[config.mk]
export PLATFORM = sky130hd
export DESIGN_NAME = demux1t4_32_stream
export DESIGN_NICKNAME = d
export VERILOG_FILES = /design/src/rtl/demux1t4_32_stream.sv
export SDC_FILE = /design/constraint.sdc
export NUM_CORES = 1
export LEC_CHECK = 0
export BUFFER_PORTS_ARGS = -buffer_cell sky130_fd_sc_hd__buf_2
export CAP_MARGIN = 20
export CORE_UTILIZATION = 53
export DETAILED_ROUTE_END_ITERATION = 8
export MAX_ROUTING_LAYER = met4
export PLACE_DENSITY = 0.89
export SLEW_MARGIN = 20
export SYNTH_ARGS = -nofsm -noshare
export SYNTH_HDL_FRONTEND = slang
export SYNTH_SLANG_ARGS = --single-unit
[constraint.sdc]
create_clock -name clk -period 3.4 [get_ports clk]
set_input_delay 0.17 -clock clk [delete_from_list [all_inputs] [get_ports clk]]
set_output_delay 0.17 -clock clk [all_outputs]
set_load 0.005 [all_outputs]
[src/rtl/demux1t4_32_stream.sv]
// 1-to-4 stream demultiplexer: one input channel steered by s into four lanes.
// Each lane has its own one-entry register slice. Optional lane counters: DEMUX4_CNT_EN.
module demux1t4_32_stream #(
  parameter int unsigned DW    = 32,
  parameter int unsigned CNT_W = 16
) (
  input  logic               clk,
  input  logic               rst_n,
  input  logic [1:0]         s,
  input  logic [DW-1:0]      in_data,
  input  logic               in_valid,
  output logic               in_ready,
  output logic [4*DW-1:0]    o_data,
  output logic [3:0]         o_valid,
  input  logic [3:0]         o_ready
`ifdef DEMUX4_CNT_EN
  ,
  input  logic               cnt_clr,
  output logic [4*CNT_W-1:0] cnt
`endif
);

  logic [3:0][DW-1:0] data_q;
  logic [3:0]         valid_q;
  logic [3:0]         load;
  logic [3:0]         xfer;

  // Ready depends only on the selected lane's slice state, never on in_valid.
  assign in_ready = ~valid_q[s] | o_ready[s];

  always_comb begin
    xfer    = valid_q & o_ready;
    load    = 4'b0000;
    load[s] = in_valid & in_ready;
  end

  always_ff @(posedge clk or negedge rst_n) begin
    if (!rst_n) begin
      valid_q <= 4'b0000;
      data_q  <= '0;
    end else begin
      for (int k = 0; k < 4; k++) begin
        if (load[k]) begin
          data_q[k]  <= in_data;
          valid_q[k] <= 1'b1;
        end else if (xfer[k]) begin
          valid_q[k] <= 1'b0;
        end
      end
    end
  end

  assign o_data  = data_q;
  assign o_valid = valid_q;

`ifdef DEMUX4_CNT_EN
  logic [3:0][CNT_W-1:0] cnt_q;

  // Clear takes priority over a same-cycle delivery.
  always_ff @(posedge clk or negedge rst_n) begin
    if (!rst_n) begin
      cnt_q <= '0;
    end else begin
      for (int k = 0; k < 4; k++) begin
        if (cnt_clr) begin
          cnt_q[k] <= '0;
        end else if (xfer[k]) begin
          cnt_q[k] <= cnt_q[k] + CNT_W'(1);
        end
      end
    end
  end

  assign cnt = cnt_q;
`endif

endmodule

== Word level (Yosys, flattened, before mapping) ==
Index checks and enable logic that the tools add are counted.

* Bits in latches: 0
* Register bits: 132
* Memories: 0
* Output and inout port bits: 133
* Memory bits (writable): 0
* Memory bits (read-only): 0

* $mul: 0
* Bitwise logic cells: 5
* Order comparisons: 2
* Equality and inequality tests: 0
* Shift operators: 0
* Reductions and logical operators: 5
* Div/mod/pow operators: 0
* Mux-type cells: 14
* Add/sub/neg operators: 0

{| class="wikitable"
|+ Operators with widths
! kind !! count
|-
| 2-to-1 mux 1 bit || 11
|-
| AND 4 bit || 2
|-
| nonzero test 2 bit || 4
|-
| binary-select mux 1 bit (select 2 bit) || 2
|-
| < comparator 2 x 3 -> 1 bit, second input constant || 1
|-
| demux 1 bit (select 2 bit) || 1
|-
| greater-or-equal comparator 2 x 1 -> 1 bit, second input constant || 1
|-
| AND 1 bit || 1
|-
| logical AND 1 bit || 1
|-
| inverter 1 bit || 1
|-
| bitwise OR 1 bit || 1
|}

== Longest topological paths before layout ==
* Depth in word-level cells: 7
* Mapped depth: 6

== Worst setup path after synthesis ==
OpenSTA, ideal clock, no wires.

* Kind: register -> register
* Start: register valid_q[1] (netlist: o_valid[1])
* End: register data_q, in the netlist o_data[33]
* Data arrival time: 1,266 ps
* Clock period less this slack: 1,391 ps
* Library setup time: 125 ps
* Stages on the path, launching flop included: 5
* Setup slack: 2,009 ps
* Cells stage by stage: dfrtp_1 > nand2b_1 > nor3b_4 > buf_6 > mux2_2

* Word-level cells in the longest chain between the ends: 6

{| class="wikitable"
|+ Ends and longest elaborated chain
! what !! RTL line !! RTL
|-
| start, declared || 24 || <nowiki>logic [3:0] valid_q;</nowiki>
|-
| start signal, assigned || 39 || <nowiki>valid_q <= 4'b0000;</nowiki>
|-
| start signal, assigned by index || 45 || <nowiki>valid_q[k] <= 1'b1;</nowiki>
|-
| start signal, assigned by index || 47 || <nowiki>valid_q[k] <= 1'b0;</nowiki>
|-
| binary-select mux 1 bit (select 2 bit) || 29 || <nowiki>assign in_ready = ~valid_q[s] | o_ready[s];</nowiki>
|-
| 2-to-1 mux 1 bit (not written as such) || 29 ||
|-
| inverter 1 bit || 29 ||
|-
| bitwise OR 1 bit || 29 ||
|-
| AND 1 bit || 34 || <nowiki>load[s] = in_valid & in_ready;</nowiki>
|-
| AND 4 bit (no line) || - ||
|-
| end signal, assigned by index || 44 || <nowiki>data_q[k] <= in_data;</nowiki>
|-
| end, declared || 23 || <nowiki>logic [3:0][DW-1:0] data_q;</nowiki>
|}

Every way passes these cells. The select of a mux whose other input is x is not followed.
A chain may end at the register's enable or synchronous reset.

== Final worst setup path ==
* Start: register valid_q[1] (netlist: o_valid[1])
* End: register data_q, in the netlist o_data[47]

Same word-level chain as after synthesis.

==> out/qor.yml <==
run:
  cap_violations: 0
timing:
  worst_hold_slack_ns: 0.0346
  fin_crit_ns: 2.09
  worstMarginPinSlew_ns: 1.09
  fin_crit_sh_pct: 61.5
  max_freq_ghz: 0.478
  setup_viol: 0
  setup_slack_ns: 1.31
  rsz0062_at_grt: "false"
  skew_ns: 0.00770
  hold_violations: 0
  tns_ns: 0
  relSlewSlack_pct: 27.1
  slew_violations: 0
yosys:
  synth.distinct_cells: 16
  synth_area_mm2: 0.00500
  synth.top_cell.area_share_pct: 66.1
  netlist_top_cells_area: "dfrtp_1 (66%), mux2_2 (28%), buf_6 (2.0%), mux2_1 (0.90%), buf_2 (0.50%)"
  ys_ff_latch: 132
  synth_area_per_cell_um2: 17.1
  seq_area_frac_synth_pct: 66.1
  yosysWarnings: 0
  synth_nets: 333
  yosysTopAreaCell: "dfrtp_1"
  syn_inst: 292
place:
  dp_hpwl_mm: 7.24
  port_buffers: 173
  place.gp.congestion: 0.809
  post-place-ws_ns: 1.29
power_and_ir_drop:
  combinationalPowerShare_pct: 18.2
  p_clk_share_pct: 38.6
  power_density_mw_per_mm2: 692
  vdd_drop_max_uv: 362
  intPower_mw: 3.56
  p_sw_mw: 1.22
  leakagePower_nw: 3.30
  switching_share_pct: 25.5
  pwr-share-seq_pct: 43.2
worst_setup_path:
  path_buf_inv: 1
  end_kind: "register"
  critical-path-top-delay-family: "simple AND/OR/NAND/NOR gates"
  r2r_cells: 4
  cp-startpoint: "o_valid[1]"
  r2r-start: "o_valid[1]"
  crit_chain: "nand2b_1 > nor3b_4 > buf_4 > mux2_2"
  cpMaxStageDelayCell: "nor3b_4"
  path_max_fanout: 17
  crit_path_end: "o_data[47]"
  slowest_delay_ns: 0.68
  crit_arrival_ns: 2.47
  rrSetupSlack_ns: 1.31
  cp-start-kind: "register"
  cp.depth: 4
  timing.rr.end: "o_data[47]"
  worstPathRequired_ns: 3.78
  setup.worst_path.class: "reg2reg"
die:
  die_h_um: 99.1
  start_util_pct: 54.4
  row_count: 35
  core_mm2: 0.00920
  ios: 174
  die_width_um: 99.1
  dieArea_mm2: 0.00983
grt:
  grt_pass1_vias: 3552
  antenna_found_initial: 0
  grt_pass1_wl_mm: 18.2
  grt_use_total_pct: 25.6
  grt_overflow: 0
  grt_max_degree: 69
clocking:
  cts-root-buf: "clkbuf_8"
  clock_latency_ns: 0.51
  cts_resized: 0
  htree_levels: 4
  path_clk_slew_ns: 0.06
  cts_num_sinks: 132
  clock_path_buffers: 2
  tritoncts: "done"
  cts_buffers: 17
routing:
  finalWirelength_mm: 11.4
  wire_per_inst_um: 17.9
  drt_iter0_drc: 124
  drc: 0
  drt-vias-per-instance: 5.20
  ant_nets: 0
  first_pass_iters: 6
  vias: 3294
cells_and_area:
  drive_gt1_share_pct: 64.4
  antenna_cells: 0
  layout.nets: 552
  fillerInstances: 572
  area_growth_pct: 38.2
worst_hold_path:
  hold_path.class: "in2reg"
outcome:
  status: "complete, no violations"
[registers in the layout, indices dropped and copies added (netlist names)]
register  flops
o_data      128
o_valid       4
[power groups by stage]
stage                     sequential (mW)  clock (mW)  combinational (mW)
after global routing                 2.11        1.95               0.940
after detailed placement             2.09           0               0.838
after floorplan                      2.11           0               0.332
final                                2.07        1.84               0.867
after CTS                            2.07        1.87               0.875
after global placement               2.06           0               0.808
[cells in the mapped netlist (all sizes together)]
| master | n |
|---|---|
| and3 | 1 |
| buf | 14 |
| clkbuf | 1 |
| dfrtp | 132 |
| mux2 | 128 |
| mux4 | 1 |
| nand2 | 5 |
| nand2b | 4 |
| nand3 | 1 |
| nand3b | 1 |
| nor2b | 2 |
| nor3b | 1 |
| o21ai | 1 |
[placed cells by master (no fill, tap or decap), drive strengths merged]
| cell type | instances |
|---|---|
| buf | 177 |
| dfrtp | 132 |
| mux2 | 128 |
| dlygate4sd3 | 38 |
| clkbuf | 18 |
| nand2 | 5 |
| inv | 5 |
| nand2b | 4 |
| clkinv | 4 |
| bufinv | 3 |
| nor2b | 2 |
| mux4 | 1 |
| nand3b | 1 |
| nor3b | 1 |
| and3 | 1 |
| nand3 | 1 |
| o21ai | 1 |
| clkinvlp | 1 |
[worst min-delay path: stages]
cell	delay (ns)
buf_2	0.12
nand3_1	0.14
nand2_1	0.07
[metal layers]
layer | part of all wire, % | up-vias | track usage, %
met5 | 0 | - | -
met3 | 5.3 | 17 | 7.38
met4 | 1.2 | 0 | 9.16
met2 | 52 | 134 | 41.9
li1 | - | 1468 | -
met1 | 42 | 1675 | 30.5
[how the worst min path moves through the flow]
stage	startpoint	endpoint	slack [ns]	cells after the start
6_report	in_valid	o_valid[3]	0.03	3
5_1_grt	o_ready[1]	o_valid[1]	0.02	3
4_1_cts	o_ready[1]	o_valid[1]	0.004	3
3_5_place_dp	rst_n	o_data[18]	0.33	1
3_3_place_gp	rst_n	o_data[116]	0.31	1
2_1_floorplan	rst_n	o_data[0]	-0.13	0
[cells by family after synthesis]
family / after synthesis / synth area share [%]
multiplexers: 129 / 29.3
AND/OR/NAND/NOR: 15 / 1.93
buffers and inverters: 15 / 2.63
AO/OA/AOI/OAI: 1 / 0.100
flip-flops: 132 / 66.1
[repair_timing]
item / 4_1_cts / 5_1_grt
hold buffers: 38 / 0
buffers inserted: 0 / 0
endpoints found under the hold margin: 199 / 0
[layout make-up]
cell class / count / area, um2 / share of cell area [%]
clock buffers: 18 / 428 / 6.19
clock inverters: 13 / 173 / 2.50
multi-input cells: 145 / 1570 / 22.8
flip-flops and latches: 132 / 3300 / 47.8
well taps: 111 / 139 / 2.01
repair buffers: 215 / 1290 / 18.7
[through the flow]
stage,std cells,total power [mW],area (um2),utilization [%]
4_1_cts,634,4.81,6910,75.1
2_1_floorplan,292,2.44,5000,-
3_3_place_gp,565,2.87,5930,64.4
3_5_place_dp,565,2.92,5930,64.4
5_1_grt,634,4.99,6910,75.1
6_report,634,4.78,6910,75.1
No activity file was read; power rests on OpenSTA's default activity.
